`src/rtl/systolic_mac_array_if.sv`:
```
// Operand-load, compute-control and result-stream signals of systolic_mac_array.
// master drives operands and control; slave is the array itself.
interface systolic_mac_array_if #(
  parameter int BITWIDTH = 4,
  parameter int OUTWIDTH = 8
) ();
  logic [BITWIDTH-1:0] data_in;
  logic                data_valid;
  logic                load_weights;
  logic                load_inputs;
  logic                start;
  logic                accumulate;
  logic                signed_mode;
  logic                ready_in;
  logic [OUTWIDTH-1:0] results;
  logic                valid_out;
  logic                busy;
  logic                done;

  modport master (
    output data_in, data_valid, load_weights, load_inputs,
    output start, accumulate, signed_mode, ready_in,
    input  results, valid_out, busy, done
  );

  modport slave (
    input  data_in, data_valid, load_weights, load_inputs,
    input  start, accumulate, signed_mode, ready_in,
    output results, valid_out, busy, done
  );
endinterface

```
`src/rtl/systolic_mac_array.sv`:
```
// Output-stationary NxN systolic MAC array computing C = X*W, with serial
// row-major operand loading and a ready/valid row-major result stream.
module systolic_mac_array #(
  parameter int N        = 2,
  parameter int BITWIDTH = 4,
  parameter int OUTWIDTH = 8
) (
  input  logic               clk,
  input  logic               reset_n,
  systolic_mac_array_if.slave bus
);

  localparam int NN     = N * N;
  localparam int PTR_W  = $clog2(NN);
  localparam int STEPS  = 3 * N - 2;
  localparam int STEP_W = $clog2(STEPS);

  localparam logic [PTR_W-1:0]  LAST_IDX  = PTR_W'(NN - 1);
  localparam logic [STEP_W-1:0] LAST_STEP = STEP_W'(STEPS - 1);

  typedef enum logic [1:0] {IDLE, COMPUTE, OUTPUT} state_t;

  state_t state, state_nxt;

  logic [BITWIDTH-1:0] w_mem [NN];
  logic [BITWIDTH-1:0] x_mem [NN];
  logic [PTR_W-1:0]    w_ptr, x_ptr, out_idx;
  logic [STEP_W-1:0]   step_cnt;
  logic                acc_q, sgn_q, done_q;
  logic                start_go, vld_p0, accept, last_accept;

  logic [BITWIDTH-1:0] a_in [N];
  logic [BITWIDTH-1:0] b_in [N];
  wire  [BITWIDTH-1:0] a_fwd [N][N-1];
  wire  [BITWIDTH-1:0] b_fwd [N-1][N];
  wire  [OUTWIDTH-1:0] c_val [NN];

  // Widening to OUTWIDTH before multiplying is exact modulo 2^OUTWIDTH
  // because the full product never needs more than 2*BITWIDTH bits.
  function automatic logic signed [OUTWIDTH-1:0] extend_operand(
    input logic [BITWIDTH-1:0] v,
    input logic                sgn
  );
    return {{(OUTWIDTH-BITWIDTH){sgn & v[BITWIDTH-1]}}, v};
  endfunction

  function automatic logic [OUTWIDTH-1:0] mac_wrap(
    input logic [OUTWIDTH-1:0] acc,
    input logic [BITWIDTH-1:0] a,
    input logic [BITWIDTH-1:0] b,
    input logic                sgn
  );
    logic signed [OUTWIDTH-1:0] ea, eb, prod;
    ea   = extend_operand(a, sgn);
    eb   = extend_operand(b, sgn);
    prod = ea * eb;
    return acc + $unsigned(prod);
  endfunction

  function automatic logic [PTR_W-1:0] next_ptr(input logic [PTR_W-1:0] p);
    return (p == LAST_IDX) ? '0 : p + PTR_W'(1);
  endfunction

  assign start_go    = (state == IDLE) && bus.start;
  assign vld_p0      = (state == COMPUTE);
  assign accept      = (state == OUTPUT) && bus.ready_in;
  assign last_accept = accept && (out_idx == LAST_IDX);

  always_ff @(posedge clk or negedge reset_n) begin
    if (!reset_n) state <= IDLE;
    else          state <= state_nxt;
  end

  always_comb begin
    state_nxt = state;
    case (state)
      IDLE:    if (bus.start)              state_nxt = COMPUTE;
      COMPUTE: if (step_cnt == LAST_STEP)  state_nxt = OUTPUT;
      OUTPUT:  if (last_accept)            state_nxt = IDLE;
      default:                             state_nxt = IDLE;
    endcase
  end

  always_comb begin
    bus.busy      = 1'b0;
    bus.valid_out = 1'b0;
    bus.results   = '0;
    case (state)
      COMPUTE: bus.busy = 1'b1;
      OUTPUT: begin
        bus.busy      = 1'b1;
        bus.valid_out = 1'b1;
        bus.results   = c_val[out_idx];
      end
      default: ;
    endcase
  end

  assign bus.done = done_q;

  // Operand memories, write pointers, run settings and sequencing counters.
  always_ff @(posedge clk or negedge reset_n) begin
    if (!reset_n) begin
      for (int k = 0; k < NN; k++) begin
        w_mem[k] <= '0;
        x_mem[k] <= '0;
      end
      w_ptr    <= '0;
      x_ptr    <= '0;
      step_cnt <= '0;
      out_idx  <= '0;
      acc_q    <= 1'b0;
      sgn_q    <= 1'b0;
      done_q   <= 1'b0;
    end else begin
      done_q <= last_accept;
      if (start_go) begin
        w_ptr    <= '0;
        x_ptr    <= '0;
        acc_q    <= bus.accumulate;
        sgn_q    <= bus.signed_mode;
        step_cnt <= '0;
        out_idx  <= '0;
      end else if ((state == IDLE) && bus.data_valid) begin
        if (bus.load_weights) begin
          w_mem[w_ptr] <= bus.data_in;
          w_ptr        <= next_ptr(w_ptr);
        end else if (bus.load_inputs) begin
          x_mem[x_ptr] <= bus.data_in;
          x_ptr        <= next_ptr(x_ptr);
        end
      end
      if (vld_p0)
        step_cnt <= (step_cnt == LAST_STEP) ? '0 : step_cnt + STEP_W'(1);
      if (accept)
        out_idx <= last_accept ? '0 : out_idx + PTR_W'(1);
    end
  end

  // Skewed edge feed: X[r][k] enters row r and W[k][c] enters column c at step r+k / c+k.
  always_comb begin
    for (int r = 0; r < N; r++) begin
      a_in[r] = '0;
      b_in[r] = '0;
      for (int k = 0; k < N; k++) begin
        if (int'(step_cnt) == r + k) begin
          a_in[r] = x_mem[r*N + k];
          b_in[r] = w_mem[k*N + r];
        end
      end
    end
  end

  for (genvar r = 0; r < N; r++) begin : g_row
    for (genvar c = 0; c < N; c++) begin : g_col
      logic [BITWIDTH-1:0] a_src, b_src;
      logic [OUTWIDTH-1:0] c_acc;

      if (c == 0) begin : g_a_edge
        assign a_src = a_in[r];
      end else begin : g_a_link
        assign a_src = a_fwd[r][c-1];
      end

      if (r == 0) begin : g_b_edge
        assign b_src = b_in[c];
      end else begin : g_b_link
        assign b_src = b_fwd[r-1][c];
      end

      // ---- stage p1: operand hand-off to the right/lower neighbour ----
      if (c < N - 1) begin : g_a_fwd
        logic [BITWIDTH-1:0] a_p1;
        always_ff @(posedge clk or negedge reset_n) begin
          if (!reset_n)    a_p1 <= '0;
          else if (start_go) a_p1 <= '0;
          else if (vld_p0) a_p1 <= a_src;
        end
        assign a_fwd[r][c] = a_p1;
      end

      if (r < N - 1) begin : g_b_fwd
        logic [BITWIDTH-1:0] b_p1;
        always_ff @(posedge clk or negedge reset_n) begin
          if (!reset_n)    b_p1 <= '0;
          else if (start_go) b_p1 <= '0;
          else if (vld_p0) b_p1 <= b_src;
        end
        assign b_fwd[r][c] = b_p1;
      end

      // The first step of a non-accumulating run discards the previous C.
      always_ff @(posedge clk or negedge reset_n) begin
        if (!reset_n)
          c_acc <= '0;
        else if (vld_p0)
          c_acc <= mac_wrap(((step_cnt == '0) && !acc_q) ? '0 : c_acc,
                            a_src, b_src, sgn_q);
      end

      assign c_val[r*N + c] = c_acc;
    end
  end

endmodule

```
`src/flat_wrapper.sv`:
```
// flat-port wrapper written by rule: the top's interface ports become plain ports
module systolic_mac_array_flat 
#(
  parameter int N        = 2,
  parameter int BITWIDTH = 4,
  parameter int OUTWIDTH = 8
)
  (clk, reset_n, bus_data_in, bus_data_valid, bus_load_weights, bus_load_inputs, bus_start, bus_accumulate, bus_signed_mode, bus_ready_in, bus_results, bus_valid_out, bus_busy, bus_done);
  systolic_mac_array_if #(.BITWIDTH(BITWIDTH), .OUTWIDTH(OUTWIDTH)) bus_i ();
  input  logic clk;
  input  logic reset_n;
  input wire logic [$bits(bus_i.data_in)-1:0] bus_data_in;
  input wire logic [$bits(bus_i.data_valid)-1:0] bus_data_valid;
  input wire logic [$bits(bus_i.load_weights)-1:0] bus_load_weights;
  input wire logic [$bits(bus_i.load_inputs)-1:0] bus_load_inputs;
  input wire logic [$bits(bus_i.start)-1:0] bus_start;
  input wire logic [$bits(bus_i.accumulate)-1:0] bus_accumulate;
  input wire logic [$bits(bus_i.signed_mode)-1:0] bus_signed_mode;
  input wire logic [$bits(bus_i.ready_in)-1:0] bus_ready_in;
  output wire logic [$bits(bus_i.results)-1:0] bus_results;
  output wire logic [$bits(bus_i.valid_out)-1:0] bus_valid_out;
  output wire logic [$bits(bus_i.busy)-1:0] bus_busy;
  output wire logic [$bits(bus_i.done)-1:0] bus_done;
  assign bus_i.data_in = bus_data_in;
  assign bus_i.data_valid = bus_data_valid;
  assign bus_i.load_weights = bus_load_weights;
  assign bus_i.load_inputs = bus_load_inputs;
  assign bus_i.start = bus_start;
  assign bus_i.accumulate = bus_accumulate;
  assign bus_i.signed_mode = bus_signed_mode;
  assign bus_i.ready_in = bus_ready_in;
  assign bus_results = bus_i.results;
  assign bus_valid_out = bus_i.valid_out;
  assign bus_busy = bus_i.busy;
  assign bus_done = bus_i.done;
  systolic_mac_array #(.N(N), .BITWIDTH(BITWIDTH), .OUTWIDTH(OUTWIDTH)) u_core (.clk(clk), .reset_n(reset_n), .bus(bus_i));
endmodule
```
`config.mk`:
```
export PLATFORM = sky130hd
export DESIGN_NAME = systolic_mac_array_flat
export DESIGN_NICKNAME = d
export VERILOG_FILES = /design/src/rtl/systolic_mac_array_if.sv /design/src/rtl/systolic_mac_array.sv /design/src/flat_wrapper.sv
export SDC_FILE = /design/constraint.sdc
export NUM_CORES = 1
export LEC_CHECK = 0
export ABC_AREA = 1
export CAP_MARGIN = 20
export CORE_MARGIN = 2
export CORE_UTILIZATION = 58
export CTS_BUF_LIST = sky130_fd_sc_hd__clkbuf_4 sky130_fd_sc_hd__clkbuf_8 sky130_fd_sc_hd__clkbuf_16
export DETAILED_ROUTE_END_ITERATION = 10
export PLACE_DENSITY = 0.85
export SLEW_MARGIN = 20
export SYNTH_ARGS = -nofsm -noshare
export SYNTH_HDL_FRONTEND = slang
export SYNTH_SLANG_ARGS = --single-unit
```
`constraint.sdc`:
```
create_clock -name clk -period 9.7 [get_ports clk]
set_input_delay 1.94 -clock clk [delete_from_list [all_inputs] [get_ports clk]]
set_output_delay 1.94 -clock clk [all_outputs]
set_load 0.03 [all_outputs]
```
# Word level (Yosys, flattened, before mapping)
# Index checks and enable logic that the tools add are counted.
# totals
register_bits,93
inputBits,13
out_inout_bits,11
word_cells,138
# classes
add_sub_neg,8
n_mul,4
order_cmp,5
n_eq_ne,12
muxes,50
n_bitwise,13
reduce_logical,22
# op_table
op,n
2-to-1 mux 4 bit,18
2-to-1 mux 8 bit,7
2-to-1 mux 2 bit,17
adder 8 bit,4
bitwise mux 16 bit,2
multiplier 5 x 5 -> 8 bit,4
binary-select mux 8 bit (select 2 bit),1
demux 4 bit (select 2 bit),2
== test 2 bit (second input constant),7
nonzero test 2 bit,5
greater-or-equal comparator 3 bit (second input constant),3
inverter 2 -> 3 bit,3
AND reduction 3 bit,3
adder 2 x 1 -> 2 bit (second input constant),4
bitwise AND 1 bit,8
logical AND 1 bit,7
logical NOT 2 bit,3
less-than comparator 3 x 1 -> 1 bit (second input constant),2
case mux 2 bit (3 select lines),1
inequality test 2 x 1 -> 1 bit (second input constant),2
inequality test 2 bit (second input constant),2
AND reduction 4 bit,1
== test 2 x 1 -> 1 bit (second input constant),1
2-to-1 mux 1 bit,2
4 further kinds,5

# Depth between registers and ports, before layout
# logic_depth
depth_word,6
depth_mapped,29
mapped_depth_nobuf,28

# Worst setup path before layout
# Ideal clock, no wire load.
# synth_timing
path_type,reg-to-reg
start,reg u_core.step_cnt[0]
end,reg u_core.g_row[0].g_col[0].c_acc[7]
setup_ps,117
t_arrival_ps,4573
t_required_ps,9583
path_slack_ps,5010
stages_incl_launch_ff,22
n_path_buf,1
synth_period_minus_slack_ps,4690
cell_sequence,dfrtp_1 > ha_1 > buf_6 > inv_8 > nand2_1 > inv_1 > a22oi_1 > or2_2 > fa_1 > fa_1 > inv_1 > fa_1 > fa_1 > fa_1 > nand3_1 > nand3_1 > nand2_1 > nand3_1 > nand2_1 > nand2_1 > nand3_1 > nand2_1
# synth_via
elab_chain_len,6
elab_cells_between_ends,13
cone_classes,add/sub: 1; mul: 1; eq/ne: 1; mux: 5; bitwise: 2; reduce/logical: 3
# synth_lines
item,line_no,rtl
from (decl),systolic_mac_array.sv:28,logic [STEP_W-1:0] step_cnt;
from (signal assigned),systolic_mac_array.sv:134,step_cnt <= (step_cnt == LAST_STEP) ? '0 : step_cnt + STEP_W'(1);
logical NOT 2 bit,systolic_mac_array.sv:146,if (int'(step_cnt) == r + k) begin
2-to-1 mux 4 bit (2 in a row),systolic_mac_array.sv:146,
bitwise AND 1 bit,systolic_mac_array.sv:44,"return {{(OUTWIDTH-BITWIDTH){sgn & v[BITWIDTH-1]}}, v};"
multiplier 5 x 5 -> 8 bit,systolic_mac_array.sv:56,prod = ea * eb;
adder 8 bit *,systolic_mac_array.sv:57,return acc + $unsigned(prod);
to (signal assigned),systolic_mac_array.sv:197,"c_acc <= mac_wrap(((step_cnt == '0) && !acc_q) ? '0 : c_acc,"
to (decl),systolic_mac_array.sv:157,logic [OUTWIDTH-1:0] c_acc;
# Every way passes the cells marked *; elsewhere a longest branch is shown, timed or not.
# A chain may end at the register's enable or synchronous reset.

# Final worst setup path
# layout_timing
start,reg u_core.step_cnt[1]
end,reg u_core.g_row[0].g_col[0].c_acc[7]
# Same word-level chain as after synthesis.

==> impl_metrics.env <==
export IMPL_synth_cell_types=40
export IMPL_pin_count=24
export IMPL_grt_pass1_wl_um=32300
export IMPL_switchingPower_uw=1180
export IMPL_vias=6561
export IMPL_grt_antenna_before_repair=0
export IMPL_rows=43
export IMPL_postRouteAntennaNets=0
export IMPL_io_buffers=23
export IMPL_wl_um=19000
export IMPL_die_w_um=122
export IMPL_clkPwrFrac=0.174
export IMPL_whs_ns=0.495
export IMPL_gp_congestion=0.920
export IMPL_p_int_uw=1260
export IMPL_period_minus_slack_ns=5.51
export IMPL_drt_iter0_markers=657
export IMPL_cpPeakStageDelay_ns=0.61
export IMPL_synth_compound_area_share=0.106
export IMPL_cp_start_kind="flop"
export IMPL_path_clk_slew_ns=0.07
export IMPL_area_growth_pct=8.68
export IMPL_p_seq_frac=0.259
export IMPL_synth_cells=989
export IMPL_fmax_ghz=0.181
export IMPL_rsz0062_at_grt="no"
export IMPL_gr_usage_all_layers=0.279
export IMPL_final_fill_count=1151
export IMPL_endpoint_kind="flop"
export IMPL_crit_path_max_fanout=16
export IMPL_clk_latency_ns=0.36
export IMPL_clock_sinks=93
export IMPL_crit_chain="inv_1, ha_1, inv_8, nand2_1, inv_1, a22oi_1, nor2_1, fa_1, inv_1, fa_1, inv_1, fa_1, fa_1, fa_1, nand3_1, nand3_1, nand2_1, nand3_1, nand2_1, nand2_1, nand3_1, nand2_1"
export IMPL_grt_remaining_overflow=0
export IMPL_cts_made_buffers=9
export IMPL_seq_area_frac_synth=0.287
export IMPL_synth_area_per_cell_sq_um=8.21
export IMPL_avgViaCountPerCell=5.51
export IMPL_worst_pin_slew_ns=0.923
export IMPL_diodes=0
export IMPL_p_total_uw=2430
export IMPL_cts_root_buf="clkbuf_16"
export IMPL_reg2reg_slack_ns=4.19
export IMPL_finalHoldViolCount=0
export IMPL_sw_frac_of_total=0.483
export IMPL_power_leakage_uw=0.00460
export IMPL_ys_ff_latch=93
export IMPL_fin_area_sq_mm=0.00882
export IMPL_fin_tns_setup_ns=0
export IMPL_fin_skew_ns=0.0113
export IMPL_syn_nets=1151
export IMPL_hpwl_um=14200
export IMPL_synth_adder_area_share=0.296
export IMPL_cp_arrival_ns=5.76
export IMPL_die_h_um=122
export IMPL_synth_top_family_by_area="adder cells"
export IMPL_crit_required_ns=9.95
export IMPL_post_cts_buffers=0
export IMPL_relSlewSlack=0.384
export IMPL_cts_tree="built"
export IMPL_maxSlewViolCount=0
export IMPL_peakVddDrop_uv=196
export IMPL_dr_pass1_iters=5
export IMPL_wl_per_cell_um=15.9
export IMPL_drcViolationCount=0
export IMPL_p_per_area_mw_per_mm2=276
export IMPL_finalCritPeriodShare=0.568
export IMPL_p_comb_frac=0.567
export IMPL_synth_xor_area_frac=0.0202
export IMPL_hold_buffers=0
export IMPL_netlist_area_sq_mm=0.00812
export IMPL_nets=1168
export IMPL_grt_pass1_vias=6662
export IMPL_grt_max_degree=60
export IMPL_die_area_sq_mm=0.0150
export IMPL_htreeDepth=3
export IMPL_drv_cap=0
export IMPL_synthMuxAreaShare=0
export IMPL_drive_gt1_frac=0.0504
export IMPL_path_class="reg2reg"
export IMPL_slowest_stage="ha_1"
export IMPL_ys_warn_count=0
export IMPL_fin_util=0.641
export IMPL_start_util=0.589
export IMPL_cts_buffer_depth=2
export IMPL_yosys_area_share_simple=0.193
export IMPL_ctsResizeCount=0
export IMPL_hold_path_class="reg2reg"
export IMPL_place_area_sq_mm=0.00848
export IMPL_setup_violations=0
export IMPL_coreArea_sq_mm=0.0138
export IMPL_outcome="completed"
## Yosys cell counts (all sizes together)
| cell | instances | area (sq um) |
|---|---|---|
| o221ai | 1 | 8.76 |
| nand3 | 37 | 195 |
| dfrtp | 93 | 2330 |
| buf | 13 | 91.3 |
| nand4 | 4 | 25.0 |
| o21ai | 97 | 508 |
| nand3b | 1 | 7.51 |
| inv | 175 | 667 |
| clkinv | 2 | 7.51 |
| o211ai | 1 | 7.51 |
| or2 | 6 | 37.5 |
| and2 | 1 | 8.76 |
| a21oi | 37 | 185 |
| xor3 | 1 | 23.8 |
| o22ai | 13 | 81.3 |
| nand2 | 249 | 977 |
| nand2b | 1 | 6.26 |
| a22oi | 8 | 70.1 |
| nor2 | 76 | 303 |
| clkbuf | 7 | 26.3 |
| fa | 72 | 1440 |
| xor2 | 5 | 43.8 |
| ha | 77 | 963 |
| nor3 | 1 | 10.0 |
| xnor2 | 11 | 96.3 |
## path summary, 6_finish.rpt
check | startpoint | to | cells after the start
worst max-delay path | u_core.step_cnt[1] | u_core.g_row[0].g_col[0].c_acc[7] | 22
worst min-delay path | u_core.w_mem[1] | u_core.w_mem[1] | 2
max in group asynchronous | reset_n | u_core.x_mem[15] | 2
worst min register to register | u_core.w_mem[1] | u_core.w_mem[1] | 2
min in group asynchronous | reset_n | u_core.g_row[0].g_col[1].c_acc[0] | 1
worst max register to register | u_core.step_cnt[1] | u_core.g_row[0].g_col[0].c_acc[7] | 22
## cell type report
type | instances | area, sq um | area share
Clock buffer | 9 | 225 | 0.0255
Inverter | 177 | 674 | 0.0764
Clock inverter | 7 | 121 | 0.0138
Timing Repair Buffer | 26 | 250 | 0.0284
Multi-Input combinational cell | 699 | 5000 | 0.567
Tap cell | 180 | 225 | 0.0255
Sequential cell | 93 | 2330 | 0.264
## worst max-delay path: cells and delay by family, from the launching register on
kind	cells	cell delay, ns
AND/OR/NAND/NOR	10	0.99
flip-flops	1	0.40
buffers and inverters	5	0.39
adder cells (fa/ha/maj)	6	3.16
AO/OA/AOI/OAI	1	0.45
## layout by cell type (no fill, tap or decap), drive strengths merged, types with 6 or more instances in the layout
cell	count
a21oi	37
a22oi	8
clkbuf	9
clkdlybuf4s50	22
dfrtp	93
fa	72
ha	77
inv	177
nand2	249
nand3	37
nor2	76
o21ai	97
o22ai	13
or2	6
xnor2	11
## registers in the layout, indices dropped and copies added, names as in the netlist
register                         flops
u_core.g_row.g_col.c_acc            32
u_core.w_mem                        16
u_core.x_mem                        16
u_core.g_row.g_col.g_b_fwd.b_p1      8
u_core.acc_q                         1
u_core.state                         2
u_core.bus.done                      1
u_core.step_cnt                      2
u_core.out_idx                       2
u_core.g_row.g_col.g_a_fwd.a_p1      8
u_core.x_ptr                         2
u_core.sgn_q                         1
u_core.w_ptr                         2
## metrics by stage
stage,std cells,setup WS (ns)
after floorplan,989,5.01
after global placement,1175,4.51
after detailed placement,1175,4.21
after CTS,1191,4.22
after global routing,1191,3.80
final,1191,4.19
## cell families (layout without fill, tap and decap cells)
group / count (synthesis) / in the layout
flops: 93 / 93
compound gates: 157 / 157
simple gates: 376 / 376
buf+inv: 197 / 219
fa+ha+maj: 149 / 149
xor+xnor: 17 / 17
## power groups by stage
stage / Combinational [uW] / Clock (uW) / Sequential [uW]
floorplan: 1080 / 0 / 579
global placement: 1290 / 0 / 628
detailed placement: 1350 / 0 / 632
CTS: 1370 / 425 / 626
global route: 1570 / 444 / 645
finish: 1380 / 424 / 631
## routing by layer
| metal | part of all wire | up-vias | track usage | wire, um |
|---|---|---|---|---|
| met1 | 0.41 | 3129 | 0.359 | 7810 |
| met4 | 0.028 | 0 | 0.0876 | 529 |
| met5 | 0 | - | 0 | 0 |
| met2 | 0.49 | 266 | 0.475 | 9340 |
| met3 | 0.068 | 43 | 0.0576 | 1290 |
| li1 | - | 3123 | - | - |
(Power assumes the default switching activity.)
